**config.mk**
```make
export PLATFORM = sky130hd
export DESIGN_NAME = decode_ctrl_stage_flat
export DESIGN_NICKNAME = d
export VERILOG_FILES = /design/src/rtl/decode_ctrl_stage_if.sv /design/src/rtl/decode_ctrl_stage.sv /design/src/flat_wrapper.sv
export SDC_FILE = /design/constraint.sdc
export NUM_CORES = 1
export LEC_CHECK = 0
export CAP_MARGIN = 20
export CORE_AREA = 5 5 103 105
export DETAILED_ROUTE_END_ITERATION = 16
export DIE_AREA = 0 0 108 110
export HOLD_SLACK_MARGIN = 0.15
export PLACE_DENSITY = 0.57
export SKIP_CTS_REPAIR_TIMING = 1
export SYNTH_ARGS = -nofsm -noshare
export SYNTH_HDL_FRONTEND = slang
export SYNTH_SLANG_ARGS = --single-unit
```
**constraint.sdc**
```tcl
create_clock -name i_clk -period 4.2 [get_ports i_clk]
set_input_delay 1.26 -clock i_clk [delete_from_list [all_inputs] [get_ports i_clk]]
set_output_delay 1.26 -clock i_clk [all_outputs]
set_load 0.02 [all_outputs]
```
**src/rtl/decode_ctrl_stage_if.sv**
```systemverilog
// Handshake and control-bundle bus of the decode stage: fetch side (i_valid/o_ready/i_instr),
// execute side (o_valid/i_ready/bundle) and the pipeline flush.
interface decode_ctrl_stage_if;
  logic        i_valid;
  logic        o_ready;
  logic [31:0] i_instr;
  logic        i_flush;
  logic        o_valid;
  logic        i_ready;
  logic [2:0]  o_imm_src;
  logic [2:0]  o_result_src;
  logic [2:0]  o_alu_op;
  logic        o_mem_we;
  logic        o_reg_we;
  logic        o_alu_src;
  logic        o_branch;
  logic        o_jump;
  logic        o_pc_target_src;
  logic        o_mem_access;
  logic        o_load_instr;
  logic [1:0]  o_forward_src;
  logic        o_trap;
  logic [3:0]  o_cause;

  // Driven by the surrounding pipeline (fetch + execute).
  modport master (
    output i_valid, i_instr, i_flush, i_ready,
    input  o_ready, o_valid, o_imm_src, o_result_src, o_alu_op, o_mem_we, o_reg_we,
           o_alu_src, o_branch, o_jump, o_pc_target_src, o_mem_access, o_load_instr,
           o_forward_src, o_trap, o_cause
  );

  // Used by the decode stage itself.
  modport slave (
    input  i_valid, i_instr, i_flush, i_ready,
    output o_ready, o_valid, o_imm_src, o_result_src, o_alu_op, o_mem_we, o_reg_we,
           o_alu_src, o_branch, o_jump, o_pc_target_src, o_mem_access, o_load_instr,
           o_forward_src, o_trap, o_cause
  );
endinterface

```
**src/rtl/decode_ctrl_stage.sv**
```systemverilog
// Registered RV32I/RV64I(+M) decode stage with a 2-entry FIFO skid buffer and trap hold-off.
// Define DECODE_PERF_CNT_EN to add the saturating o_instr_cnt / o_trap_cnt counters.
module decode_ctrl_stage #(
  parameter int XLEN       = 64,
  parameter int M_EXT      = 1,
  parameter int SKID_DEPTH = 2
) (
  input  logic               i_clk,
  input  logic               i_rst,
`ifdef DECODE_PERF_CNT_EN
  output logic [63:0]        o_instr_cnt,
  output logic [31:0]        o_trap_cnt,
`endif
  decode_ctrl_stage_if.slave bus
);

  localparam logic [6:0] OP_NONE   = 7'b0000000;
  localparam logic [6:0] OP_LOAD   = 7'b0000011;
  localparam logic [6:0] OP_IMM    = 7'b0010011;
  localparam logic [6:0] OP_AUIPC  = 7'b0010111;
  localparam logic [6:0] OP_IMM_W  = 7'b0011011;
  localparam logic [6:0] OP_STORE  = 7'b0100011;
  localparam logic [6:0] OP_R      = 7'b0110011;
  localparam logic [6:0] OP_LUI    = 7'b0110111;
  localparam logic [6:0] OP_R_W    = 7'b0111011;
  localparam logic [6:0] OP_BRANCH = 7'b1100011;
  localparam logic [6:0] OP_JALR   = 7'b1100111;
  localparam logic [6:0] OP_JAL    = 7'b1101111;
  localparam logic [6:0] OP_SYSTEM = 7'b1110011;

  typedef struct packed {
    logic [2:0] imm_src;
    logic [2:0] result_src;
    logic [2:0] alu_op;
    logic       mem_we;
    logic       reg_we;
    logic       alu_src;
    logic       branch;
    logic       jump;
    logic       pc_target_src;
    logic       mem_access;
    logic       load_instr;
    logic [1:0] forward_src;
    logic       trap;
    logic [3:0] cause;
  } ctrl_t;

  typedef enum logic {RUN, TRAP_WAIT} state_t;

  function automatic ctrl_t decode(input logic [31:0] instr);
    ctrl_t c;
    logic  illegal;
    c       = '0;
    illegal = 1'b0;
    case (instr[6:0])
      OP_NONE: ;
      OP_LOAD: begin
        c.reg_we = 1'b1; c.alu_src = 1'b1; c.mem_access = 1'b1; c.load_instr = 1'b1;
        c.result_src = 3'b001;
      end
      OP_IMM:   begin c.reg_we = 1'b1; c.alu_src = 1'b1; c.alu_op = 3'b010; end
      OP_IMM_W: begin
        if (XLEN == 32) illegal = 1'b1;
        else begin c.reg_we = 1'b1; c.alu_src = 1'b1; c.alu_op = 3'b011; end
      end
      OP_JALR: begin
        c.reg_we = 1'b1; c.alu_src = 1'b1; c.jump = 1'b1; c.pc_target_src = 1'b1;
        c.result_src = 3'b010;
      end
      OP_STORE: begin
        c.imm_src = 3'b001; c.alu_src = 1'b1; c.mem_we = 1'b1; c.mem_access = 1'b1;
      end
      OP_R, OP_R_W: begin
        if (instr[6:0] == OP_R_W && XLEN == 32) illegal = 1'b1;
        else begin
          c.reg_we = 1'b1;
          c.alu_op = (instr[6:0] == OP_R) ? 3'b010 : 3'b011;
          // funct7[0] set is only legal as the M-extension encoding.
          if (instr[25]) begin
            if (M_EXT != 0 && instr[31:25] == 7'b0000001) c.alu_op = 3'b100;
            else illegal = 1'b1;
          end
        end
      end
      OP_BRANCH: begin c.imm_src = 3'b010; c.branch = 1'b1; c.alu_op = 3'b001; end
      OP_JAL: begin
        c.imm_src = 3'b011; c.reg_we = 1'b1; c.jump = 1'b1; c.result_src = 3'b010;
      end
      OP_AUIPC: begin
        c.imm_src = 3'b100; c.reg_we = 1'b1; c.result_src = 3'b011; c.forward_src = 2'b01;
      end
      OP_LUI: begin
        c.imm_src = 3'b100; c.reg_we = 1'b1; c.result_src = 3'b100; c.forward_src = 2'b10;
      end
      OP_SYSTEM: begin
        if (instr[14:12] == 3'b000) begin
          c.trap  = 1'b1;
          c.cause = instr[20] ? 4'b0011 : 4'b1011;
        end else illegal = 1'b1;
      end
      default: illegal = 1'b1;
    endcase
    if (illegal) begin
      c       = '0;
      c.trap  = 1'b1;
      c.cause = 4'b0010;
    end
    return c;
  endfunction

  ctrl_t        mem_q [SKID_DEPTH];
  ctrl_t        in_ctrl, out_ctrl;
  state_t       state_q, state_d;
  logic [1:0]   count_q, count_d;
  logic         rd_ptr_q, rd_ptr_d, wr_ptr_q, wr_ptr_d;
  logic         ready_q, ready_d;
  logic         valid, accept, xfer;
  logic         unused_instr_bits;

  assign unused_instr_bits = ^{bus.i_instr[24:21], bus.i_instr[19:15], bus.i_instr[11:7]};

  assign in_ctrl = decode(bus.i_instr);
  assign valid   = (count_q != 2'd0);
  assign accept  = bus.i_valid & ready_q;
  assign xfer    = valid & bus.i_ready;

  // NOTE: every always_comb output gets a default first so no path leaves it unassigned (no latch).
  always_comb begin
    state_d  = state_q;
    count_d  = count_q;
    rd_ptr_d = rd_ptr_q;
    wr_ptr_d = wr_ptr_q;
    if (bus.i_flush) begin
      state_d  = RUN;
      count_d  = 2'd0;
      rd_ptr_d = 1'b0;
      wr_ptr_d = 1'b0;
    end else begin
      if (state_q == RUN && accept && in_ctrl.trap) state_d = TRAP_WAIT;
      // One-bit pointers wrap 1->0 naturally for the two-entry buffer.
      if (accept) wr_ptr_d = ~wr_ptr_q;
      if (xfer)   rd_ptr_d = ~rd_ptr_q;
      case ({accept, xfer})
        2'b10:   count_d = count_q + 2'd1;
        2'b01:   count_d = count_q - 2'd1;
        default: count_d = count_q;
      endcase
    end
    ready_d = (count_d != 2'(SKID_DEPTH)) && (state_d == RUN);
  end

  // NOTE: sequential state uses non-blocking assignments so all registers update from pre-edge values.
  always_ff @(posedge i_clk) begin
    if (i_rst) begin
      state_q  <= RUN;
      count_q  <= 2'd0;
      rd_ptr_q <= 1'b0;
      wr_ptr_q <= 1'b0;
      ready_q  <= 1'b1;
    end else begin
      state_q  <= state_d;
      count_q  <= count_d;
      rd_ptr_q <= rd_ptr_d;
      wr_ptr_q <= wr_ptr_d;
      ready_q  <= ready_d;
    end
  end

  // NOTE: buffer storage is not reset; outputs are gated by o_valid, so stale entries are never visible.
  always_ff @(posedge i_clk) begin
    if (accept && !bus.i_flush) mem_q[wr_ptr_q] <= in_ctrl;
  end

  assign out_ctrl = valid ? mem_q[rd_ptr_q] : '0;

  assign bus.o_ready         = ready_q;
  assign bus.o_valid         = valid;
  assign bus.o_imm_src       = out_ctrl.imm_src;
  assign bus.o_result_src    = out_ctrl.result_src;
  assign bus.o_alu_op        = out_ctrl.alu_op;
  assign bus.o_mem_we        = out_ctrl.mem_we;
  assign bus.o_reg_we        = out_ctrl.reg_we;
  assign bus.o_alu_src       = out_ctrl.alu_src;
  assign bus.o_branch        = out_ctrl.branch;
  assign bus.o_jump          = out_ctrl.jump;
  assign bus.o_pc_target_src = out_ctrl.pc_target_src;
  assign bus.o_mem_access    = out_ctrl.mem_access;
  assign bus.o_load_instr    = out_ctrl.load_instr;
  assign bus.o_forward_src   = out_ctrl.forward_src;
  assign bus.o_trap          = out_ctrl.trap;
  assign bus.o_cause         = out_ctrl.cause;

`ifdef DECODE_PERF_CNT_EN
  // Every legal non-bubble class sets at least one of these; bubbles and traps set none.
  logic out_is_instr;
  assign out_is_instr = out_ctrl.reg_we | out_ctrl.mem_we | out_ctrl.branch;

  always_ff @(posedge i_clk) begin
    if (i_rst) begin
      o_instr_cnt <= '0;
      o_trap_cnt  <= '0;
    end else if (xfer) begin
      if (out_is_instr && !(&o_instr_cnt)) o_instr_cnt <= o_instr_cnt + 64'd1;
      if (out_ctrl.trap && !(&o_trap_cnt)) o_trap_cnt <= o_trap_cnt + 32'd1;
    end
  end
`endif

endmodule

```
**src/flat_wrapper.sv**
```systemverilog
// flat-port wrapper written by rule: the top's interface ports become plain ports
module decode_ctrl_stage_flat 
#(
  parameter int XLEN       = 64,
  parameter int M_EXT      = 1,
  parameter int SKID_DEPTH = 2
)
  (i_clk, i_rst, bus_i_valid, bus_i_instr, bus_i_flush, bus_i_ready, bus_o_ready, bus_o_valid, bus_o_imm_src, bus_o_result_src, bus_o_alu_op, bus_o_mem_we, bus_o_reg_we, bus_o_alu_src, bus_o_branch, bus_o_jump, bus_o_pc_target_src, bus_o_mem_access, bus_o_load_instr, bus_o_forward_src, bus_o_trap, bus_o_cause);
  decode_ctrl_stage_if bus_i ();
  input  logic i_clk;
  input  logic i_rst;
  input wire logic [$bits(bus_i.i_valid)-1:0] bus_i_valid;
  input wire logic [$bits(bus_i.i_instr)-1:0] bus_i_instr;
  input wire logic [$bits(bus_i.i_flush)-1:0] bus_i_flush;
  input wire logic [$bits(bus_i.i_ready)-1:0] bus_i_ready;
  output wire logic [$bits(bus_i.o_ready)-1:0] bus_o_ready;
  output wire logic [$bits(bus_i.o_valid)-1:0] bus_o_valid;
  output wire logic [$bits(bus_i.o_imm_src)-1:0] bus_o_imm_src;
  output wire logic [$bits(bus_i.o_result_src)-1:0] bus_o_result_src;
  output wire logic [$bits(bus_i.o_alu_op)-1:0] bus_o_alu_op;
  output wire logic [$bits(bus_i.o_mem_we)-1:0] bus_o_mem_we;
  output wire logic [$bits(bus_i.o_reg_we)-1:0] bus_o_reg_we;
  output wire logic [$bits(bus_i.o_alu_src)-1:0] bus_o_alu_src;
  output wire logic [$bits(bus_i.o_branch)-1:0] bus_o_branch;
  output wire logic [$bits(bus_i.o_jump)-1:0] bus_o_jump;
  output wire logic [$bits(bus_i.o_pc_target_src)-1:0] bus_o_pc_target_src;
  output wire logic [$bits(bus_i.o_mem_access)-1:0] bus_o_mem_access;
  output wire logic [$bits(bus_i.o_load_instr)-1:0] bus_o_load_instr;
  output wire logic [$bits(bus_i.o_forward_src)-1:0] bus_o_forward_src;
  output wire logic [$bits(bus_i.o_trap)-1:0] bus_o_trap;
  output wire logic [$bits(bus_i.o_cause)-1:0] bus_o_cause;
  assign bus_i.i_valid = bus_i_valid;
  assign bus_i.i_instr = bus_i_instr;
  assign bus_i.i_flush = bus_i_flush;
  assign bus_i.i_ready = bus_i_ready;
  assign bus_o_ready = bus_i.o_ready;
  assign bus_o_valid = bus_i.o_valid;
  assign bus_o_imm_src = bus_i.o_imm_src;
  assign bus_o_result_src = bus_i.o_result_src;
  assign bus_o_alu_op = bus_i.o_alu_op;
  assign bus_o_mem_we = bus_i.o_mem_we;
  assign bus_o_reg_we = bus_i.o_reg_we;
  assign bus_o_alu_src = bus_i.o_alu_src;
  assign bus_o_branch = bus_i.o_branch;
  assign bus_o_jump = bus_i.o_jump;
  assign bus_o_pc_target_src = bus_i.o_pc_target_src;
  assign bus_o_mem_access = bus_i.o_mem_access;
  assign bus_o_load_instr = bus_i.o_load_instr;
  assign bus_o_forward_src = bus_i.o_forward_src;
  assign bus_o_trap = bus_i.o_trap;
  assign bus_o_cause = bus_i.o_cause;
  decode_ctrl_stage #(.XLEN(XLEN), .M_EXT(M_EXT), .SKID_DEPTH(SKID_DEPTH)) u_core (.i_clk(i_clk), .i_rst(i_rst), .bus(bus_i));
endmodule
```
==> results.yml, run 1 <==
yosys:
  synth_top_family_by_area: "simple AND/OR/NAND/NOR gates"
  synth_top_area_share: 0.542
  syn-num-nets: 228
  synth_cells: 190
  ys_seq_area_frac: 0.602
  yosys_warnings: 0
  yosysTopAreaCell: "edfxtp_1"
  synth_compound_area_frac: 0.0505
  synth-main-ff-cell: "edfxtp_1"
  synth_cell_type_count: 48
  synth_fa_ha_area_frac: 0.00538
  synth-edff-count: 42
  synth.most_common_cell: "edfxtp_1"
  synth_commonest_cells: "42 x edfxtp_1, 37 x nor2_1, 22 x mux2i_1"
  syn_area_per_cell_um2: 12.2
  syn_area_um2: 2330
  synth-simple-area-share: 0.194
  synthArstFlopShare: 0
  synth_xor_area_frac: 0.0151
  ys_ff_latch: 49
  synthMuxAreaShare: 0.0946
  synth.area.top_cells: "edfxtp_1 54%, mux2i_1 9.5%, dfxtp_1 6.0%"
power:
  cellPowerDensity_nw_per_um2: 319
  p_total_uw: 964
  leakagePower_nw: 0.942
  ir_drop_v: 0.000134
timing:
  fin_tns_setup_ns: 0
  hold_viol: 0
  slew_headroom: 0.612
  finalMaxSlewViolations: 0
  fin_crit_ns: 3.20
  fin_crit_sh: 0.762
  rsz0062_at_grt: "false"
  setup_viol: 0
  clock-skew-final_ns: 0.00333
  fmax_ghz: 0.312
  tightest_slew_ns: 0.578
placement:
  gp_congestion: 0.803
  place_hpwl_um: 3450
  port_buffers: 47
clocking:
  clockBufferDepth: 2
  cts_tree: "yes"
  clock_sinks: 49
  path_clk_slew_ns: 0.08
  cts-root-buf: "clkbuf_8"
  h-tree-depth: 2
  clkLatencyLatePin_ns: 0.30
  numCtsBuffers: 5
critical_path:
  cp-end-kind: "flop"
  crit_type: "in -> reg"
  worstSetupStartpointType: "primary input"
  required_ns: 4.24
  critPathMaxFanout: 8
  worst_ep_arrival_time_ns: 3.24
global_routing:
  antenna_found_initial: 0
  grt_max_degree: 22
  overflow: 0
  track_usage: 0.0803
  first_global_vias: 1508
  grt_pass1_wl_um: 7250
routing:
  first_pass_iters: 4
  initialDrtViolationCount: 63
  wire_per_inst_um: 12.8
  routed_wl_um: 4740
  drc: 0
  vias: 1549
  ant_nets: 0
  vias_per_cell: 4.19
final_layout:
  drive_gt1_frac: 0.105
  layout.nets: 274
  finalCoreUtilization: 0.316
  antenna-diode-count: 0
  syn_to_final_growth_pct: 29.6
floorplan:
  die_x_um: 108
  ios: 63
  placementRows: 36
  dieArea_um2: 11900
  die-height_um: 110
  core_area_um2: 9550
  initial_utilization: 0.244
min_path:
  hold_path.class: "reg -> reg"
outcome:
  outcome: "finished, final reports clean"
run:
  cap_violations: 0
==> worst max-delay path, stage by stage <==
cell             delay (ns)
clkdlybuf4s50_1        0.66
nand3_2                0.13
nor3_1                 0.47
nand4_1                0.23
a31oi_4                0.34
o21bai_1               0.14
==> final timing paths <==
check                     from                  end  slack, ns  cells after the start
max reg2reg  u_core.count_q[0]   u_core.bus.o_ready       1.96                      9
max             bus_i_instr[4]  u_core.mem_q[0][15]        1.0                      6
min            u_core.rd_ptr_q                 flop       0.52                      2
min reg2reg    u_core.rd_ptr_q                 flop       0.52                      2
==> where the power goes <==
group	internal (mW)	leakage, nW	switching (mW)
clock network	0.116	0.0450	0.145
registers	0.543	0.394	0.00595
logic	0.0728	0.504	0.0810
==> cell type report <==
type	instances	area (um^2)
timing repair buffer	51	500
clock inverter	2	10.0
multi-input combinational	125	851
inverter	4	15.0
fill	1006	6530
tap	133	166
sequential	49	1400
clock buffer	6	72.6
==> sequential cells by signal (all words and copies together), names as in the netlist, named ones only <==
signal	cells
u_core.state_q	1
u_core.mem_q	42
u_core.rd_ptr_q	1
u_core.wr_ptr_q	1
u_core.bus.o_ready	1
u_core.count_q	2
==> logic make-up (layout without fill, tap and decap cells) <==
kind of cell / count (synthesis) / count (layout)
xor gates and xnor gates: 4 / 4
other: 1 / 1
DFF: 49 / 49
muxes: 22 / 22
adders and majority gates: 1 / 1
buffers and inverters: 16 / 63
AOI/OAI and AO/OA: 16 / 16
and+or+nand+nor: 81 / 81
==> placed cells by master, fill, tap and decap left out, drive strengths merged, types with 3 or more instances in the layout <==
cell	count
nand2	6
buf	4
o21ai	5
dfxtp	7
mux2i	22
a21oi	3
clkdlybuf4s50	47
edfxtp	42
inv	4
nand4	4
nor2b	4
nand3	5
nor2	37
nor3	6
clkbuf	6
or2	4
==> per-stage QoR <==
step           hold slack, ns  area [um^2]  cells  setup WS, ns
2_1_floorplan           0.469         2330    190         0.781
3_5_place_dp            0.498         2930    362         0.679
6_report                0.521         3020    370         0.998
3_3_place_gp            0.482         2930    362         0.702
5_1_grt                 0.553         3020    370         0.908
4_1_cts                 0.523         3020    370          1.00
==> layer usage <==
metal	vias to the layer above	share of wire	GRT usage
met5	-	0	0
met4	0	0.017	0.0361
met3	6	0.060	0.0233
met2	41	0.49	0.139
met1	731	0.44	0.0928
li1	771	-	-
(Power assumes the default switching activity.)
==> inputs of run 2 (changes only) <==
==> constraint.sdc (replaced) <==
create_clock -name i_clk -period 3.2 [get_ports i_clk]
set_input_delay 0.96 -clock i_clk [delete_from_list [all_inputs] [get_ports i_clk]]
set_output_delay 0.96 -clock i_clk [all_outputs]
set_load 0.02 [all_outputs]
==> run 2 against run 1 <==
Against the previous run: final cell count grew 0.54%; via count down 0.52%; sequential power increased by 31%; clock skew grew 0.0043 ns; largest cell class unchanged.
==> results.yml, run 2 (same netlist as run 1, synthesis figures left out) <==
critical_path:
  critPathMaxFanout: 21
  crit_slowest_cell: "clkdlybuf4s50_1"
  path_cells: "buf_4 -> mux2i_1 -> nor2_1 -> clkdlybuf4s50_1"
  cp-end-kind: "output port"
  worstSetupStartpointType: "flop"
  required_ns: 2.24
  crit_type: "reg -> out"
  max_stage_delay_ns: 0.62
  worst_ep_arrival_time_ns: 1.85
placement:
  dp_cells: 364
  gp_congestion: 0.779
  place_ws_ns: 0.164
  placed_area_um2: 2950
  place_hpwl_um: 3410
  port_buffers: 47
power:
  p_seq_frac: 0.575
  cellPowerDensity_nw_per_um2: 413
  p_sw_uw: 296
  clock_power_share: 0.263
  leakagePower_nw: 0.951
  power.internal_uw: 956
  p_comb_frac: 0.162
  ir_drop_v: 0.000173
  sw_frac_of_total: 0.236
final_layout:
  final_area_um2: 3030
  top_register: "u_core.mem_q"
  fin_cells: 372
  n_fill_cell: 991
  syn_to_final_growth_pct: 30.2
  drive_gt1_frac: 0.109
  final_common_cell: "clkdlybuf4s50_1"
  multi_input_area_um2: 851
  layout.nets: 276
  largest_reg_flops: 42
  regArea_um2: 1400
  final_cell_mix: "47 x clkdlybuf4s50_1, 42 x edfxtp_1, 37 x nor2_1"
  finalCoreUtilization: 0.317
  antenna-diode-count: 0
  top_regs: "u_core.mem_q (42), u_core.count_q (2)"
timing:
  fin_tns_setup_ns: 0
  fmax_ghz: 0.356
  hold_viol: 0
  setup_viol: 0
  clock-skew-final_ns: 0.00766
  fin_crit_ns: 2.81
  rsz0062_at_grt: "false"
  layout_setup_ws_ns: 0.390
  finalMaxSlewViolations: 0
  fin_crit_sh: 0.878
routing:
  ant_nets: 0
  routed_wl_um: 4630
  drc: 0
  vias: 1541
  initialDrtViolationCount: 58
  vias_per_cell: 4.14
  wire_per_inst_um: 12.4
  first_pass_iters: 4
floorplan:
  initial_utilization: 0.244
  die-height_um: 110
  dieArea_um2: 11900
  ios: 63
  placementRows: 36
  core_area_um2: 9550
  die_x_um: 108
clocking:
  clkLatencyLatePin_ns: 0.29
  clockBufferDepth: 2
  cts_tree: "yes"
  path_clk_slew_ns: 0.08
  h-tree-depth: 2
  numCtsBuffers: 5
  clock_sinks: 49
  cts-root-buf: "clkbuf_8"
outcome:
  outcome: "finished, final reports clean"
global_routing:
  overflow: 0
  grt_max_degree: 22
  grt_pass1_wl_um: 7310
  antenna_found_initial: 0
  first_global_vias: 1512
  track_usage: 0.0803
min_path:
  hold_path.class: "reg -> reg"
run:
  cap_violations: 0
-- run 2: layout make-up --
type	instances	share of cell area
flip-flops and latches	49	0.462
multi-input cells	125	0.281
repair buffers	53	0.170
well taps	133	0.0549
clock buffers	5	0.0227
inverters	4	0.00495
clock inverters	3	0.00413
-- run 2: stage by stage --
stage                     total power, mW  hold slack [ns]
final                                1.25            0.512
after global routing                 1.31            0.551
after CTS                            1.27            0.518
after detailed placement            0.942            0.498
after global placement              0.939            0.482
after floorplan                     0.844            0.469
-- run 2: critical path, delay by kind of cell, from the launching register on --
family	cells	cell delay [ns]
AND/OR/NAND/NOR	1	0.14
flip-flops	1	0.31
buffers and inverters	2	0.96
multiplexers	1	0.13
-- run 2: worst paths after layout --
check / start / endpoint / slack, ns / cells after the start
hold reg to reg: u_core.state_q / u_core.state_q / 0.51 / 1
setup reg to reg: u_core.count_q[0] / u_core.bus.o_ready / 0.98 / 9
setup / recovery: flop / bus_o_alu_src / 0.39 / 4
hold / removal: u_core.state_q / u_core.state_q / 0.51 / 1
-- run 2: power groups by stage --
stage          logic (mW)  clock network, mW  registers [mW]
2_1_floorplan       0.110                  0           0.735
3_3_place_gp        0.205                  0           0.734
3_5_place_dp        0.207                  0           0.735
4_1_cts             0.207              0.342           0.720
5_1_grt             0.221              0.370           0.722
6_report            0.202              0.330           0.720
-- run 2: metal layers --
layer / wire length (um) / GRT usage
met3: 306 / 0.0227
met2: 2230 / 0.131
met1: 2030 / 0.0989
met4: 66 / 0.0379
met5: 0 / 0
==> inputs of run 3 (changes only) <==
--- a/config.mk
+++ b/config.mk
@@ -5,7 +5,6 @@
 export SDC_FILE = /design/constraint.sdc
 export NUM_CORES = 1
 export LEC_CHECK = 0
-export CAP_MARGIN = 20
 export CORE_AREA = 5 5 103 105
 export DETAILED_ROUTE_END_ITERATION = 16
 export DIE_AREA = 0 0 108 110
==> results of run 3 <==
No change in the layout: final DEF, timing and power equal those of run 2.
